`config.mk`:
```
export PLATFORM = sky130hd
export DESIGN_NAME = gmii_tx_framer
export DESIGN_NICKNAME = d
export VERILOG_FILES = /design/src/rtl/gmii_pkg.sv /design/src/rtl/crc32_d8.sv /design/src/rtl/gmii_tx_framer.sv
export SDC_FILE = /design/constraint.sdc
export NUM_CORES = 1
export LEC_CHECK = 0
export CORE_ASPECT_RATIO = 1.75
export CORE_MARGIN = 4
export CORE_UTILIZATION = 54
export CTS_CLUSTER_DIAMETER = 150
export DETAILED_ROUTE_END_ITERATION = 7
export PLACE_DENSITY_LB_ADDON = 0.05
export SLEW_MARGIN = 20
export SYNTH_ARGS = -nofsm -noshare
export SYNTH_HDL_FRONTEND = slang
export SYNTH_SLANG_ARGS = --single-unit
export TNS_END_PERCENT = 50
```
`constraint.sdc`:
```
create_clock -name mac_txc -period 2.5 [get_ports mac_txc]
set_input_delay 0.25 -clock mac_txc [delete_from_list [all_inputs] [get_ports mac_txc]]
set_output_delay 0.25 -clock mac_txc [all_outputs]
set_load 0.02 [all_outputs]
```
`src/rtl/gmii_pkg.sv`:
```
`default_nettype none
// ============================================================================
// Module      : gmii_pkg
// Description : Shared constants and FSM state encoding for the GMII transmit
//               framer and its CRC helper.
// Revision    : 1.0 - initial release
// ============================================================================
package gmii_pkg;

    localparam logic [7:0]  PREAMBLE_BYTE = 8'h55;
    localparam logic [7:0]  SFD_BYTE      = 8'hD5;
    localparam logic [31:0] CRC_POLY      = 32'hEDB88320;
    localparam logic [31:0] CRC_INIT      = 32'hFFFF_FFFF;
    localparam logic [31:0] CRC_RESIDUE   = 32'hDEBB20E3;

    typedef enum logic [2:0] {
        ST_IDLE     = 3'd0,
        ST_PREAMBLE = 3'd1,
        ST_SFD      = 3'd2,
        ST_DATA     = 3'd3,
        ST_PAD      = 3'd4,
        ST_FCS      = 3'd5,
        ST_IFG      = 3'd6
    } tx_state_t;

endpackage
`default_nettype wire

```
`src/rtl/crc32_d8.sv`:
```
`default_nettype none
// ============================================================================
// Module      : crc32_d8
// Description : Byte-wide combinational IEEE 802.3 CRC-32 next-state
//               (reflected, LSB of data_in first).
// Revision    : 1.0 - initial release
// ============================================================================
module crc32_d8
    import gmii_pkg::*;
(
    input  logic [31:0] crc_in,
    input  logic [7:0]  data_in,
    output logic [31:0] crc_out
);

    logic [31:0] w_crc;

    always_comb begin
        w_crc = crc_in;
        for (int i = 0; i < 8; i++) begin
            if (w_crc[0] ^ data_in[i]) begin
                w_crc = (w_crc >> 1) ^ CRC_POLY;
            end else begin
                w_crc = w_crc >> 1;
            end
        end
        crc_out = w_crc;
    end

endmodule
`default_nettype wire

```
`src/rtl/gmii_tx_framer.sv`:
```
`default_nettype none
// ============================================================================
// Module      : gmii_tx_framer
// Description : Transmit MAC framer: preamble, SFD, payload, zero pad, FCS and
//               inter-frame gap onto an 8-bit GMII bus. FCS generation is
//               built only when GMII_TX_FCS_EN is defined.
// Revision    : 1.0 - initial release
// ============================================================================
module gmii_tx_framer
    import gmii_pkg::*;
#(
    parameter int MIN_FRAME    = 60,
    parameter int PREAMBLE_LEN = 7,
    parameter int IFG_CYCLES   = 12
) (
    input  logic       mac_txc,
    input  logic       rst,
    input  logic       tx_valid,
    input  logic [7:0] tx_data,
    input  logic       tx_last,
    output logic       tx_ready,
    output logic       mac_txv,
    output logic [7:0] mac_txd,
    output logic       tx_busy,
    output logic       tx_underrun
);

    localparam logic [10:0] c_MIN_CNT  = 11'(MIN_FRAME);
    localparam logic [7:0]  c_PRE_LAST = 8'(PREAMBLE_LEN);
    localparam logic [7:0]  c_IFG_LAST = 8'(IFG_CYCLES - 1);
`ifdef GMII_TX_FCS_EN
    localparam tx_state_t   c_END_STATE = ST_FCS;
`else
    localparam tx_state_t   c_END_STATE = ST_IFG;
`endif

    tx_state_t   r_state;
    logic [10:0] r_byte_cnt;
    logic [7:0]  r_aux_cnt;
    logic [10:0] w_cnt_inc;

    // SFD cycle already accepts: the first payload byte lands right after 0xD5.
    assign tx_ready  = (r_state == ST_SFD) || (r_state == ST_DATA);
    assign tx_busy   = (r_state != ST_IDLE);
    assign w_cnt_inc = (r_byte_cnt == 11'h7FF) ? r_byte_cnt : r_byte_cnt + 11'd1;

`ifdef GMII_TX_FCS_EN
    logic [31:0] r_crc;
    logic [31:0] w_crc_next;
    logic [31:0] w_fcs;
    logic [7:0]  w_crc_byte;

    assign w_crc_byte = (r_state == ST_PAD) ? 8'h00 : tx_data;
    assign w_fcs      = ~r_crc;

    crc32_d8 u_crc32_d8 (
        .crc_in  (r_crc),
        .data_in (w_crc_byte),
        .crc_out (w_crc_next)
    );

    always_ff @(posedge mac_txc) begin
        if (rst || r_state == ST_IDLE) begin
            r_crc <= CRC_INIT;
        end else if ((tx_valid && tx_ready) || r_state == ST_PAD) begin
            r_crc <= w_crc_next;
        end
    end
`endif

    always_ff @(posedge mac_txc) begin
        if (rst) begin
            r_state     <= ST_IDLE;
            r_byte_cnt  <= 11'd0;
            r_aux_cnt   <= 8'd0;
            mac_txv     <= 1'b0;
            mac_txd     <= 8'h00;
            tx_underrun <= 1'b0;
        end else begin
            tx_underrun <= 1'b0;
            case (r_state)
                ST_IDLE: begin
                    mac_txv    <= 1'b0;
                    mac_txd    <= 8'h00;
                    r_byte_cnt <= 11'd0;
                    r_aux_cnt  <= 8'd0;
                    if (tx_valid) begin
                        r_state   <= ST_PREAMBLE;
                        mac_txv   <= 1'b1;
                        mac_txd   <= PREAMBLE_BYTE;
                        r_aux_cnt <= 8'd1;
                    end
                end
                ST_PREAMBLE: begin
                    if (r_aux_cnt < c_PRE_LAST) begin
                        mac_txd   <= PREAMBLE_BYTE;
                        r_aux_cnt <= r_aux_cnt + 8'd1;
                    end else begin
                        mac_txd   <= SFD_BYTE;
                        r_aux_cnt <= 8'd0;
                        r_state   <= ST_SFD;
                    end
                end
                ST_SFD, ST_DATA: begin
                    if (tx_valid) begin
                        mac_txd    <= tx_data;
                        r_byte_cnt <= w_cnt_inc;
                        r_state    <= ST_DATA;
                        if (tx_last) begin
                            r_state <= (w_cnt_inc < c_MIN_CNT) ? ST_PAD : c_END_STATE;
                        end
                    end else begin
                        // Starved source: abandon the frame, no pad or FCS.
                        mac_txv     <= 1'b0;
                        mac_txd     <= 8'h00;
                        tx_underrun <= 1'b1;
                        r_aux_cnt   <= 8'd0;
                        r_state     <= ST_IFG;
                    end
                end
                ST_PAD: begin
                    mac_txd    <= 8'h00;
                    r_byte_cnt <= w_cnt_inc;
                    if (w_cnt_inc >= c_MIN_CNT) begin
                        r_state <= c_END_STATE;
                    end
                end
`ifdef GMII_TX_FCS_EN
                ST_FCS: begin
                    mac_txd   <= 8'(w_fcs >> {r_aux_cnt[1:0], 3'b000});
                    r_aux_cnt <= r_aux_cnt + 8'd1;
                    if (r_aux_cnt[1:0] == 2'd3) begin
                        r_aux_cnt <= 8'd0;
                        r_state   <= ST_IFG;
                    end
                end
`endif
                ST_IFG: begin
                    mac_txv   <= 1'b0;
                    mac_txd   <= 8'h00;
                    r_aux_cnt <= r_aux_cnt + 8'd1;
                    if (r_aux_cnt == c_IFG_LAST) begin
                        r_aux_cnt <= 8'd0;
                        r_state   <= ST_IDLE;
                    end
                end
                default: begin
                    mac_txv <= 1'b0;
                    mac_txd <= 8'h00;
                    r_state <= ST_IDLE;
                end
            endcase
        end
    end

endmodule
`default_nettype wire

```
==> results.sh, run 1 <==
export IMPL_status="complete, no violations"
export IMPL_syn_area_per_cell_sq_um=8.04
export IMPL_cts_setup_buffers=0
export IMPL_cts_max_path_buffers=2
export IMPL_place_area_sq_um=2000
export IMPL_cpMaxStageDelayCell="dfxtp_1"
export IMPL_finalClockSkew_ps=6.32
export IMPL_insertion_delay_ps=280
export IMPL_cts_sinks=32
export IMPL_grt_ovfl_total=0
export IMPL_rsz0062_at_grt="no"
export IMPL_cts_root_buf="clkbuf_8"
export IMPL_final_cell_mix="dfxtp_1 (32), nor2_1 (25), clkdlybuf4s50_1 (23)"
export IMPL_holdPathEnd="mac_txd[4]"
export IMPL_cts_tree="yes"
export IMPL_grt_max_degree=17
export IMPL_antenna_found_initial=0
export IMPL_place_ws_ps=222
export IMPL_port_buffers=23
export IMPL_die_area_sq_um=4290
export IMPL_cp_start_kind="flop"
export IMPL_clk_transition_reported_paths_ps=60
export IMPL_routed_wl_mm=4.30
export IMPL_hold_viol=0
export IMPL_vias=1713
export IMPL_holdWs_ps=523
export IMPL_htreeDepth=2
export IMPL_synth_nets=234
export IMPL_dp_hpwl_mm=3.28
export IMPL_route_detailed_drc=0
export IMPL_area_growth_pct=17.8
export IMPL_final_cells=282
export IMPL_grt_usage_pct=21.4
export IMPL_drive_gt1_share_pct=8.79
export IMPL_finalNetCount=253
export IMPL_ys_types=52
export IMPL_maxSlewViolCount=0
export IMPL_diodes=0
export IMPL_power_density_nw_per_um2=552
export IMPL_fp_dieW_um=51.3
export IMPL_critPathMaxStageDelay_ps=430
export IMPL_reg2regPathDepth=7
export IMPL_viasPerCell=6.07
export IMPL_max_vdd_ir_drop_mv=0.493
export IMPL_critPathKind="flop to flop"
export IMPL_die_y_um=83.7
export IMPL_crit_arrival_ps=2420
export IMPL_fin_crit_sh_pct=90.4
export IMPL_layout_commonest_cell="dfxtp_1"
export IMPL_dp_cells=275
export IMPL_stdcell_area_sq_um=2080
export IMPL_synthCells=220
export IMPL_gp_congestion=0.919
export IMPL_max_clock_freq_ghz=0.442
export IMPL_p_total_mw=1.15
export IMPL_hold_path_class="input pin to flop"
export IMPL_async_flop_share_pct=0
export IMPL_endpoint_kind="flop"
export IMPL_reg2reg_slack_ps=240
export IMPL_ys_seq_area_share_pct=36.2
export IMPL_ys_ff_latch=32
export IMPL_reg2reg_from="r_byte_cnt[0]"
export IMPL_drt_first_pass_iters=4
export IMPL_rows=27
export IMPL_slew_headroom_pct=59.4
export IMPL_ioPinCount=24
export IMPL_grt_pass1_vias=1629
export IMPL_cts_buffers_inserted=5
export IMPL_start_util_pct=56.3
export IMPL_worst_pin_slew_ps=604
export IMPL_maxCapViolations=0
export IMPL_first_iter_violations=41
export IMPL_period_minus_slack_ps=2260
export IMPL_worstPathRequired_ps=2660
export IMPL_path_delay_family="compound AO/OA/AOI/OAI gates"
export IMPL_fin_util_pct=66.3
export IMPL_critical_path_cell_chain="ha_1, and4_2, nand3_1, a2111oi_4, o211ai_2, a2111oi_0, nor3_1"
export IMPL_synth_area_sq_um=1770
export IMPL_cp_max_fo=9
export IMPL_post_drt_wl_per_cell_um=15.2
export IMPL_crit_buf_inv=0
export IMPL_ys_warn_count=0
export IMPL_synth_edf_count=0
export IMPL_r2r_end="r_state[1]"
export IMPL_setup_ws_ps=240
export IMPL_grt_pass1_wl_mm=7.12
export IMPL_cp_depth=7
export IMPL_whs_path_depth=3
export IMPL_worst_hold_startpoint="tx_data[4]"
export IMPL_core_sq_um=3140
export IMPL_setup_viol=0
export IMPL_synth_ff_type="dfxtp_1"
export IMPL_cts_resized=0
export IMPL_final_antenna_net_count=0
export IMPL_fin_tns_setup_ps=0
export IMPL_leakagePower_nw=0.744
export IMPL_cts_hold_buf=0
[worst min-delay path, stage by stage]
cell and delay, ps:
clkdlybuf4s50_1 400, nand2_1 50, a21oi_1 50
[worst max path at each step]
stage,from,to,slack [ps]
2_1_floorplan,r_byte_cnt[0],r_state[1],420
3_3_place_gp,r_byte_cnt[0],r_state[1],340
3_5_place_dp,r_byte_cnt[0],r_state[1],220
4_1_cts,r_byte_cnt[0],r_state[1],190
5_1_grt,r_byte_cnt[0],r_state[1],40
6_report,r_byte_cnt[0],r_state[1],240
[Yosys cell counts (all sizes together), types with 2 or more instances]
| library cell | instances | area share (%) |
|---|---|---|
| nand3 | 9 | 2.5 |
| a311oi | 2 | 0.99 |
| nand2b | 3 | 1.1 |
| nand4 | 6 | 2.1 |
| o21a | 2 | 0.85 |
| dfxtp | 32 | 36 |
| mux2i | 3 | 1.7 |
| nor3b | 4 | 1.7 |
| a21oi | 22 | 6.2 |
| a22oi | 2 | 0.85 |
| xor2 | 5 | 2.5 |
| o21ai | 10 | 2.8 |
| and2 | 5 | 2.0 |
| a2111oi | 2 | 2.1 |
| nor2b | 2 | 0.71 |
| nor4 | 3 | 1.1 |
| o211ai | 2 | 1.1 |
| ha | 2 | 1.4 |
| a21o | 5 | 2.1 |
| inv | 3 | 0.64 |
| a21boi | 2 | 0.85 |
| nand2 | 20 | 4.2 |
| nor3 | 8 | 2.3 |
| a31oi | 2 | 0.71 |
| clkbuf | 10 | 2.2 |
| a211oi | 3 | 1.6 |
| and3 | 2 | 0.71 |
| and4 | 3 | 1.6 |
| nor2 | 25 | 5.3 |
| a32oi | 2 | 0.99 |
| buf | 4 | 1.8 |
| or2 | 2 | 0.71 |
[registers in the layout (all words and copies together), names as in the netlist]
| register | cells |
|---|---|
| tx_underrun | 1 |
| r_state | 3 |
| mac_txd | 8 |
| mac_txv | 1 |
| r_byte_cnt | 11 |
| r_aux_cnt | 8 |
[metal layers]
| metal | global-route usage, % | share of wire [%] |
|---|---|---|
| met3 | 3.22 | 3.1 |
| met1 | 20.9 | 37 |
| met4 | 10.7 | 2.3 |
| met5 | 0 | 0 |
| met2 | 40.9 | 58 |
[final cells by class]
class / count / area [sq um]
multi-input cells: 171 / 1050
well taps: 43 / 53.8
clock inverters: 1 / 5.00
inverters: 3 / 11.3
repair buffers: 26 / 253
clock buffers: 6 / 72.6
fillers: 284 / 1060
flip-flops and latches: 32 / 641
[cell families (layout without fill, tap and decap cells)]
| logic type | count (synthesis) | count (layout) | synth area share (%) |
|---|---|---|---|
| adder cells (fa/ha/maj) | 2 | 2 | 1.41 |
| buffers and inverters | 17 | 36 | 4.67 |
| XOR/XNOR | 5 | 5 | 2.48 |
| AO/OA/AOI/OAI | 65 | 65 | 25.7 |
| AND/OR/NAND/NOR | 96 | 96 | 27.9 |
| multiplexers | 3 | 3 | 1.70 |
| flip-flops | 32 | 32 | 36.2 |
[report_power, final]
part / switching (mW) / internal (mW) / total [mW]
combinational: 0.125 / 0.104 / 0.230
clock: 0.174 / 0.189 / 0.363
sequential: 0.0270 / 0.531 / 0.558
total: 0.327 / 0.824 / 1.15
No activity file was read; power rests on OpenSTA's default activity.
==> run 2: changes to the inputs <==
--- a/config.mk
+++ b/config.mk
@@ -5,6 +5,7 @@
 export SDC_FILE = /design/constraint.sdc
 export NUM_CORES = 1
 export LEC_CHECK = 0
+export CAP_MARGIN = 10
 export CORE_ASPECT_RATIO = 1.75
 export CORE_MARGIN = 4
 export CORE_UTILIZATION = 54
==> results of run 2 <==
Final layout, timing and power as in run 1 (identical DEF).
==> run 3: changes to the inputs <==
--- a/config.mk
+++ b/config.mk
@@ -8,7 +8,7 @@
 export CAP_MARGIN = 10
 export CORE_ASPECT_RATIO = 1.75
 export CORE_MARGIN = 4
-export CORE_UTILIZATION = 54
+export CORE_UTILIZATION = 30
 export CTS_CLUSTER_DIAMETER = 150
 export DETAILED_ROUTE_END_ITERATION = 7
 export PLACE_DENSITY_LB_ADDON = 0.05
==> run 3 against run 2 <==
Register-to-register slack improved by 60 ps. Combinational power about the same. Critical path depth unchanged. Die area increased by 69%. Cell count grew 13%. Largest cell class unchanged.
==> results.sh, run 3 (synthesis gave the netlist of run 1 again) <==
export IMPL_leakagePower_nw=0.772
export IMPL_maxSlewViolCount=0
export IMPL_period_minus_slack_ps=2200
export IMPL_largest_reg_flops=11
export IMPL_core_sq_um=5630
export IMPL_crit_arrival_ps=2370
export IMPL_worst_pin_slew_ps=664
export IMPL_clk_transition_reported_paths_ps=70
export IMPL_fin_tns_setup_ps=0
export IMPL_port_buffers=23
export IMPL_ioPinCount=24
export IMPL_grt_pass1_vias=1641
export IMPL_final_antenna_net_count=0
export IMPL_drive_gt1_share_pct=10.3
export IMPL_htreeDepth=2
export IMPL_final_cell_mix="dfxtp_1 (32), nor2_1 (25), clkdlybuf4s50_1 (23)"
export IMPL_setup_viol=0
export IMPL_antenna_found_initial=0
export IMPL_grt_max_degree=16
export IMPL_finalNetCount=256
export IMPL_reg2regPathDepth=7
export IMPL_hold_path_class="input pin to flop"
export IMPL_vias=1670
export IMPL_endpoint_kind="flop"
export IMPL_max_clock_freq_ghz=0.454
export IMPL_holdPathEnd="mac_txd[4]"
export IMPL_maxCapViolations=0
export IMPL_die_y_um=110
export IMPL_area_growth_pct=23.2
export IMPL_cts_sinks=32
export IMPL_reg2reg_slack_ps=300
export IMPL_cts_resized=0
export IMPL_cts_buffers_inserted=5
export IMPL_fp_dieW_um=66.1
export IMPL_cts_tree="yes"
export IMPL_post_drt_wl_per_cell_um=14.7
export IMPL_grt_pass1_wl_mm=7.74
export IMPL_first_iter_violations=53
export IMPL_whs_path_depth=3
export IMPL_cts_root_buf="clkbuf_8"
export IMPL_r2r_end="r_state[1]"
export IMPL_insertion_delay_ps=290
export IMPL_drt_first_pass_iters=4
export IMPL_route_detailed_drc=0
export IMPL_cp_start_kind="flop"
export IMPL_cts_setup_buffers=0
export IMPL_fin_crit_sh_pct=88.2
export IMPL_slew_headroom_pct=55.3
export IMPL_max_vdd_ir_drop_mv=0.348
export IMPL_cp_max_fo=7
export IMPL_rows=36
export IMPL_die_area_sq_um=7240
export IMPL_critPathKind="flop to flop"
export IMPL_grt_usage_pct=14.0
export IMPL_diodes=0
export IMPL_final_cells=319
export IMPL_dp_cells=311
export IMPL_worst_hold_startpoint="tx_data[4]"
export IMPL_grt_ovfl_total=0
export IMPL_layout_commonest_cell="dfxtp_1"
export IMPL_dp_hpwl_mm=3.59
export IMPL_viasPerCell=5.24
export IMPL_cts_hold_buf=0
export IMPL_hold_viol=0
export IMPL_power_density_nw_per_um2=590
export IMPL_reg_top3="r_byte_cnt: 11 flops, mac_txd: 8 flops, r_aux_cnt: 8 flops"
export IMPL_cts_max_path_buffers=2
export IMPL_fin_util_pct=38.7
export IMPL_finalClockSkew_ps=8.37
export IMPL_largest_register="r_byte_cnt"
export IMPL_gp_congestion=0.846
export IMPL_start_util_pct=31.4
export IMPL_routed_wl_mm=4.69
export IMPL_worstPathRequired_ps=2660
export IMPL_reg2reg_from="r_byte_cnt[0]"
export IMPL_status="complete, no violations"
export IMPL_rsz0062_at_grt="no"
==> run 3: changes by cell type in the layout (fill, tap and decap cells not counted) <==
cell,change
clkbuf_1,-1
and4_2,-1
and4_1,+1
bufinv_16,+1
buf_4,+3
clkinvlp_4,+1
==> run 3: cell type report <==
| cell class | count | area, sq um |
|---|---|---|
| Sequential cell | 32 | 641 |
| Clock inverter | 3 | 42.5 |
| Inverter | 3 | 11.3 |
| Tap cell | 76 | 95.1 |
| Timing Repair Buffer | 29 | 275 |
| Multi-Input combinational cell | 171 | 1050 |
| Clock buffer | 5 | 68.8 |
| Fill cell | 610 | 3450 |
==> run 3: critical path, cell delays in order (launching register included) <==
cell       delay (ps)
dfxtp_1           430
ha_1              310
and4_1            310
nand3_1           140
a2111oi_4         320
o211ai_2          160
a2111oi_0         310
nor3_1            100
==> run 3: where the power goes <==
part	total, mW	internal (mW)	switching (mW)
logic	0.232	0.104	0.128
clock network	0.495	0.295	0.201
registers	0.558	0.531	0.0276
total	1.29	0.930	0.357
==> run 3: metrics by stage <==
stage / cell area (sq um) / power, mW / hold WS, ps / setup WS, ps
floorplan: 1770 / 0.710 / 322 / 425
global placement: 2070 / 0.806 / 518 / 350
detailed placement: 2070 / 0.804 / 521 / 289
CTS: 2180 / 1.31 / 509 / 293
global route: 2180 / 1.36 / 521 / 39.7
finish: 2180 / 1.29 / 511 / 296
==> run 3: worst max-delay path by stage <==
stage                  start          to  slack, ps  depth (start not counted)
4_1_cts        r_byte_cnt[0]  r_state[1]        290                          7
2_1_floorplan  r_byte_cnt[0]  r_state[1]        420                          8
3_5_place_dp   r_byte_cnt[0]  r_state[1]        290                          7
6_report       r_byte_cnt[0]  r_state[1]        300                          7
5_1_grt        r_byte_cnt[0]  r_state[1]         40                          7
3_3_place_gp   r_byte_cnt[0]  r_state[1]        350                          7
==> run 3: per-layer routing <==
metal / global-route usage, % / part of all wire (%)
met4: 5.96 / 2.3
met3: 2.45 / 1.5
met1: 13.6 / 39
met2: 27.7 / 58
met5: 0 / 0
